[src/rtl/pipe_hazard_ctrl.sv]
// Pipeline sequencing controller for the 5-stage MIPS core.
// Tracks the instructions in EX/MEM/WB and, from the decode-stage fields,
// produces stall/flush/bubble control, EX operand forwarding selects, a
// small informational FSM and saturating stall/flush event counters.
module pipe_hazard_ctrl #(
    parameter int CNT_W = 16
) (
    input  logic             clk,
    input  logic             rst,
    input  logic             id_valid,
    input  logic [4:0]       id_rs,
    input  logic [4:0]       id_rt,
    input  logic             id_use_rs,
    input  logic             id_use_rt,
    input  logic [4:0]       id_dst,
    input  logic             id_regwe,
    input  logic             id_load,
    input  logic             id_jump,
    input  logic             ex_br_taken,
    input  logic             mem_busy,
    output logic             pc_we,
    output logic             ifid_we,
    output logic             ifid_flush,
    output logic             idex_bubble,
    output logic [1:0]       fwd_a,
    output logic [1:0]       fwd_b,
    output logic [1:0]       state,
    output logic [CNT_W-1:0] stall_cnt,
    output logic [CNT_W-1:0] flush_cnt
);

    typedef struct packed {
        logic       valid;
        logic [4:0] dst;
        logic       regwe;
        logic       load;
        logic [4:0] rs;
        logic [4:0] rt;
        logic       use_rs;
        logic       use_rt;
    } slot_t;

    typedef enum logic [1:0] {
        ST_RUN     = 2'b00,
        ST_LDSTALL = 2'b01,
        ST_FREEZE  = 2'b10
    } state_t;

    localparam logic [1:0] FWD_RF  = 2'b00;
    localparam logic [1:0] FWD_MEM = 2'b10;
    localparam logic [1:0] FWD_WB  = 2'b01;

    // A slot produces a value a consumer needs: real writer, not $0, same register.
    function automatic logic slot_hit(slot_t s, logic used, logic [4:0] src);
        return s.valid && s.regwe && (s.dst != 5'd0) && used && (src == s.dst);
    endfunction

    // MEM wins over WB because it holds the younger result; a load in MEM has
    // no data yet, so it can never be the forwarding source.
    function automatic logic [1:0] fwd_sel(slot_t mem_s, slot_t wb_s, logic used, logic [4:0] src);
        if (slot_hit(mem_s, used, src) && !mem_s.load) return FWD_MEM;
        else if (slot_hit(wb_s, used, src))            return FWD_WB;
        else                                           return FWD_RF;
    endfunction

    slot_t  ex_q, mem_q, wb_q;
    slot_t  id_slot;
    state_t state_q;
    logic   load_use;
    logic   advance;

    assign load_use = ex_q.load && (slot_hit(ex_q, id_use_rs, id_rs) ||
                                    slot_hit(ex_q, id_use_rt, id_rt));
    assign advance  = !mem_busy;
    assign state    = state_q;

    // Priority decode of the pipeline enables for the instruction now in ID.
    always_comb begin
        // NOTE: every output gets a default first so no path can infer a latch.
        pc_we       = 1'b1;
        ifid_we     = 1'b1;
        ifid_flush  = 1'b0;
        idex_bubble = 1'b0;
        if (rst) begin
            pc_we       = 1'b0;
            ifid_we     = 1'b0;
            ifid_flush  = 1'b1;
            idex_bubble = 1'b1;
        end else if (mem_busy) begin
            pc_we   = 1'b0;
            ifid_we = 1'b0;
        end else if (ex_br_taken) begin
            ifid_we     = 1'b0;
            ifid_flush  = 1'b1;
            idex_bubble = 1'b1;
        end else if (load_use) begin
            pc_we       = 1'b0;
            ifid_we     = 1'b0;
            idex_bubble = 1'b1;
        end else if (id_jump) begin
            ifid_we    = 1'b0;
            ifid_flush = 1'b1;
        end
    end

    // EX operand selects from the EX slot sources against MEM and WB writers.
    always_comb begin
        fwd_a = FWD_RF;
        fwd_b = FWD_RF;
        if (!rst && ex_q.valid) begin
            fwd_a = fwd_sel(mem_q, wb_q, ex_q.use_rs, ex_q.rs);
            fwd_b = fwd_sel(mem_q, wb_q, ex_q.use_rt, ex_q.rt);
        end
    end

    // Decode fields packed as the next EX slot; a bubble makes it invalid.
    always_comb begin
        id_slot = '{valid:  id_valid && !idex_bubble,
                    dst:    id_dst,
                    regwe:  id_regwe,
                    load:   id_load,
                    rs:     id_rs,
                    rt:     id_rt,
                    use_rs: id_use_rs,
                    use_rt: id_use_rt};
    end

    // Shadow slots shift EX->MEM->WB unless the memory freezes the pipe.
    always_ff @(posedge clk) begin
        // NOTE: sequential state uses non-blocking assignments so the shift
        // reads every slot's old value in the same edge.
        if (rst) begin
            // NOTE: whole slots are cleared, not just valid, so the hidden
            // fields never carry stale X/old data into debug views.
            ex_q  <= '0;
            mem_q <= '0;
            wb_q  <= '0;
        end else if (advance) begin
            wb_q  <= mem_q;
            mem_q <= ex_q;
            ex_q  <= id_slot;
        end
    end

    // Informational state: RUN, one-cycle LDSTALL, FREEZE while memory busy.
    always_ff @(posedge clk) begin
        if (rst) begin
            state_q <= ST_RUN;
        end else if (mem_busy) begin
            state_q <= ST_FREEZE;
        end else begin
            case (state_q)
                ST_RUN:     state_q <= (load_use && !ex_br_taken) ? ST_LDSTALL : ST_RUN;
                ST_LDSTALL: state_q <= ST_RUN;
                ST_FREEZE:  state_q <= ST_RUN;
                default:    state_q <= ST_RUN;
            endcase
        end
    end

    // Saturating event counters; frozen cycles count nothing.
    always_ff @(posedge clk) begin
        if (rst) begin
            stall_cnt <= '0;
            flush_cnt <= '0;
        end else if (advance) begin
            if (ex_br_taken || (!load_use && id_jump)) begin
                if (flush_cnt != '1) flush_cnt <= flush_cnt + 1'b1;
            end else if (load_use) begin
                if (stall_cnt != '1) stall_cnt <= stall_cnt + 1'b1;
            end
        end
    end

    // Fields kept in the slots for visibility but not needed by the logic.
    logic unused_slot_bits;
    assign unused_slot_bits = ^{mem_q.rs, mem_q.rt, mem_q.use_rs, mem_q.use_rt,
                                wb_q.load, wb_q.rs, wb_q.rt, wb_q.use_rs, wb_q.use_rt};

    // The bubble moves the load to MEM, so a stall right after a stall means
    // the slot bookkeeping is broken.
    a_no_double_stall: assert property (@(posedge clk) disable iff (rst)
        !(state_q == ST_LDSTALL && !mem_busy && !ex_br_taken && load_use));

endmodule

[config.mk]
export PLATFORM = sky130hd
export DESIGN_NAME = pipe_hazard_ctrl
export DESIGN_NICKNAME = d
export VERILOG_FILES = /design/src/rtl/pipe_hazard_ctrl.sv
export SDC_FILE = /design/constraint.sdc
export NUM_CORES = 1
export LEC_CHECK = 0
export BUFFER_PORTS_ARGS = -buffer_cell sky130_fd_sc_hd__buf_2
export CAP_MARGIN = 20
export CORE_ASPECT_RATIO = 0.9
export CORE_MARGIN = 1.5
export CORE_UTILIZATION = 55
export CTS_CLUSTER_DIAMETER = 120
export CTS_CLUSTER_SIZE = 12
export DETAILED_ROUTE_END_ITERATION = 10
export HOLD_SLACK_MARGIN = 0.1
export PLACE_DENSITY = 0.9
export SYNTH_ARGS = -nofsm -noshare
export SYNTH_HDL_FRONTEND = slang
export SYNTH_SLANG_ARGS = --single-unit
[constraint.sdc]
create_clock -name clk -period 3.03 [get_ports clk]
set_clock_uncertainty 0.2 [all_clocks]
set_input_delay 0.303 -clock clk [delete_from_list [all_inputs] [get_ports clk]]
set_output_delay 0.303 -clock clk [all_outputs]
set_load 0.02 [all_outputs]
==> impl_metrics.ini <==
[status]
status = complete, no violations

[setup_path]
crit_fanout = 16
critPathLaunchType = input port
reg2reg_depth = 6
critPathSlowestCell = dlygate4sd3_1
crit_family = buffers and inverters
rrSetupSlack_ns = 0.41
worstPathRequired_ns = 2.53
r2r_end = stall_cnt[14]$_SDFFE_PP0P_
cpPeakStageDelay_ns = 0.52
arrival_ns = 2.43
cp_common_cell = buf_2
cp-end-kind = primary output
r2r-start = ex_q[16]$_SDFFE_PP0N_
worstPathCellList = dlygate4sd3_1, buf_2, xnor2_1, nand4_1, o22ai_4, a21o_1, nand2b_1, buf_2
critPathKind = in -> out
path_buf_inv = 3

[clock_network]
clk_path_buf_depth = 2
cts_tree = done
path_clk_slew_ns = 0.06
root_buffer = clkbuf_8
cts_buffers = 9
post_cts_buffers = 0
cts.repair.resized = 0
insertion_delay_ns = 0.34
numClockSinks = 69
htree_levels = 3

[synthesis]
syn_nets = 410
synthXorXnorAreaFrac = 0.0844
synth_edf_count = 0
synth_flop_cell = dfxtp_1
synth_compound_area_frac = 0.113
async_reset_ff_frac = 0
yosysSeqAreaShare = 0.403
avgSynthCellArea_um2 = 8.94
synth.cell_area_um2 = 3430
ys_warn_count = 0
yosysUniqueCellTypes = 48
synthAdderAreaFrac = 0.00730
synthSimpleGateAreaFrac = 0.253
muxShareOfSynthArea = 0.115
synthCells = 383
synth_top_family_by_area = simple AND/OR/NAND/NOR gates
ys_seq_elements = 69

[sta]
setup_tns_ns = 0
hold_viol = 0
fmax_mhz = 341
finalSetupViolations = 0
drv_slew = 0
tightest_slew_ns = 0.619
period_needed_ns = 2.94
final.period_utilization = 0.969
relSlewSlack = 0.584
grt_setup_unrepaired = false

[min_path]
min-delay-start = id_valid
min_path_type = in -> reg
holdPathStages = 4
hold_path_end = ex_q[19]$_SDFFE_PP0N_

[final_layout]
drive_gt1_frac = 0.189
design_area_um2 = 4160
final_common_cell = dfxtp_1
nFillCells = 468
diodes = 0
finalCoreUtilization = 0.683
area_growth_pct = 21.3
nNetsFinal = 493
layout_common_cells = dfxtp_1, buf_2, nor2_1

[global_route]
antenna_found_initial = 0
grt_max_degree = 51
grt_pass1_vias = 3049
grt_pass1_wl_um = 14600
overflow = 0
grt_usage = 0.275

[pwr]
p_per_area_nw_per_um2 = 429
p_leak_uw = 0.00174
pwr-share-comb = 0.108
power_uw = 1780
switching_power_uw = 449
swShare = 0.252
p_int_uw = 1340
irDropWorstVdd_mv = 0.287
p_seq_frac = 0.541
clockPowerShare = 0.351

[drt]
drt-total-wl_um = 8910
drc = 0
vias = 3280
first_pass_iters = 5
wire_per_inst_um = 16.4
ant_nets = 0
drt_iter0_drc = 260
avgViaCountPerCell = 6.05

[place]
placed_area_um2 = 3800
port_buffers = 66
gp_congestion = 0.865
dp_hpwl_um = 5880

[die]
initial_core_util = 0.563
die_h_um = 77.9
coreArea_um2 = 6080
die_w_um = 86.2
dieArea_um2 = 6710
num_rows = 27
io_pins = 67

[job]
max_cap_viol_count = 0
[state kept, by name, summed over array words and instances (netlist names)]
name,cells
stall_cnt,16
mem_q,8
state,2
ex_q,20
wb_q,7
flush_cnt,16
[metrics by stage]
stage	setup WS (ns)	std cells	hold slack [ns]
after floorplan	0.784	383	0.247
after global placement	0.571	507	0.202
final	0.0932	542	0.196
after CTS	0.195	542	0.194
after detailed placement	0.491	507	0.204
after global routing	0.00308	542	0.205
[power by group through the flow]
stage	clock network [µW]	logic [µW]	registers (µW)
after detailed placement	0	166	983
after CTS	637	188	962
after global routing	675	207	967
after floorplan	0	116	977
final	627	193	965
after global placement	0	160	981
[kinds of logic (layout without fill, tap and decap cells)]
kind of cell             count (synthesis)  count (layout)
multiplexers                            39              39
XOR/XNOR                                33              33
AO/OA/AOI/OAI                           60              60
buffers and inverters                   21             108
AND/OR/NAND/NOR                        159             159
adder cells (fa/ha/maj)                  2               2
flip-flops                              69              69
[how the worst max path moves through the flow]
stage / slack [ns] / end / cells after the start / from
detailed placement: 0.49 / stall_cnt[12]$_SDFFE_PP0P_ / 7 / id_rs[1]
CTS: 0.20 / ifid_flush / 8 / id_rs[1]
floorplan: 0.78 / stall_cnt[1]$_SDFFE_PP0P_ / 9 / stall_cnt[0]$_SDFFE_PP0P_
global placement: 0.57 / stall_cnt[14]$_SDFFE_PP0P_ / 6 / ex_q[14]$_SDFFE_PP0N_
global route: 0.003 / ifid_flush / 8 / id_rt[2]
finish: 0.09 / ifid_flush / 8 / id_rt[2]
[cell usage after synthesis (all sizes together), types with 2 or more instances]
cell | number | area, µm²
dfxtp | 69 | 1380
nor2 | 50 | 188
mux2i | 36 | 360
a21oi | 26 | 130
xor2 | 17 | 149
nand3 | 16 | 85.1
xnor2 | 16 | 140
nand2 | 14 | 52.6
nand4 | 14 | 93.8
or4 | 12 | 90.1
o31ai | 11 | 82.6
or3 | 11 | 68.8
clkbuf | 10 | 37.5
nor4 | 10 | 68.8
o21ai | 9 | 45.0
nor2b | 8 | 50.1
buf | 6 | 27.5
inv | 5 | 18.8
nand2b | 4 | 25.0
nor3 | 4 | 20.0
a21o | 3 | 22.5
mux2 | 3 | 33.8
a211o | 2 | 17.5
and2 | 2 | 12.5
and3 | 2 | 12.5
and4 | 2 | 17.5
ha | 2 | 25.0
nor3b | 2 | 15.0
o21bai | 2 | 15.0
or2 | 2 | 12.5
[worst register-to-register path, delay by kind of cell (launching register included)]
kind | cells | cell delay (ns)
DFF | 1 | 0.37
xor gates and xnor gates | 1 | 0.27
and+or+nand+nor | 3 | 1.24
AOI/OAI and AO/OA | 2 | 0.47
[timing repair]
action | CTS | global route
endpoints found under the setup margin | 0 | 0
endpoints found under the hold margin | 20 | 0
hold buffers | 20 | 0
[metal layers]
layer	GRT usage	wire [µm]
met1	0.327	3690
met2	0.469	4500
met3	0.0734	508
met4	0.108	206
met5	0	0
[final cells by class]
| cell class | instances | area, µm² | share of cell area |
|---|---|---|---|
| Clock buffer | 13 | 149 | 0.0358 |
| Clock inverter | 2 | 10.0 | 0.00241 |
| Inverter | 5 | 18.8 | 0.00452 |
| Multi-Input combinational cell | 293 | 1960 | 0.472 |
| Sequential cell | 69 | 1380 | 0.332 |
| Tap cell | 72 | 90.1 | 0.0217 |
| Timing Repair Buffer | 88 | 546 | 0.131 |
Power figures use the tool's default switching activity.
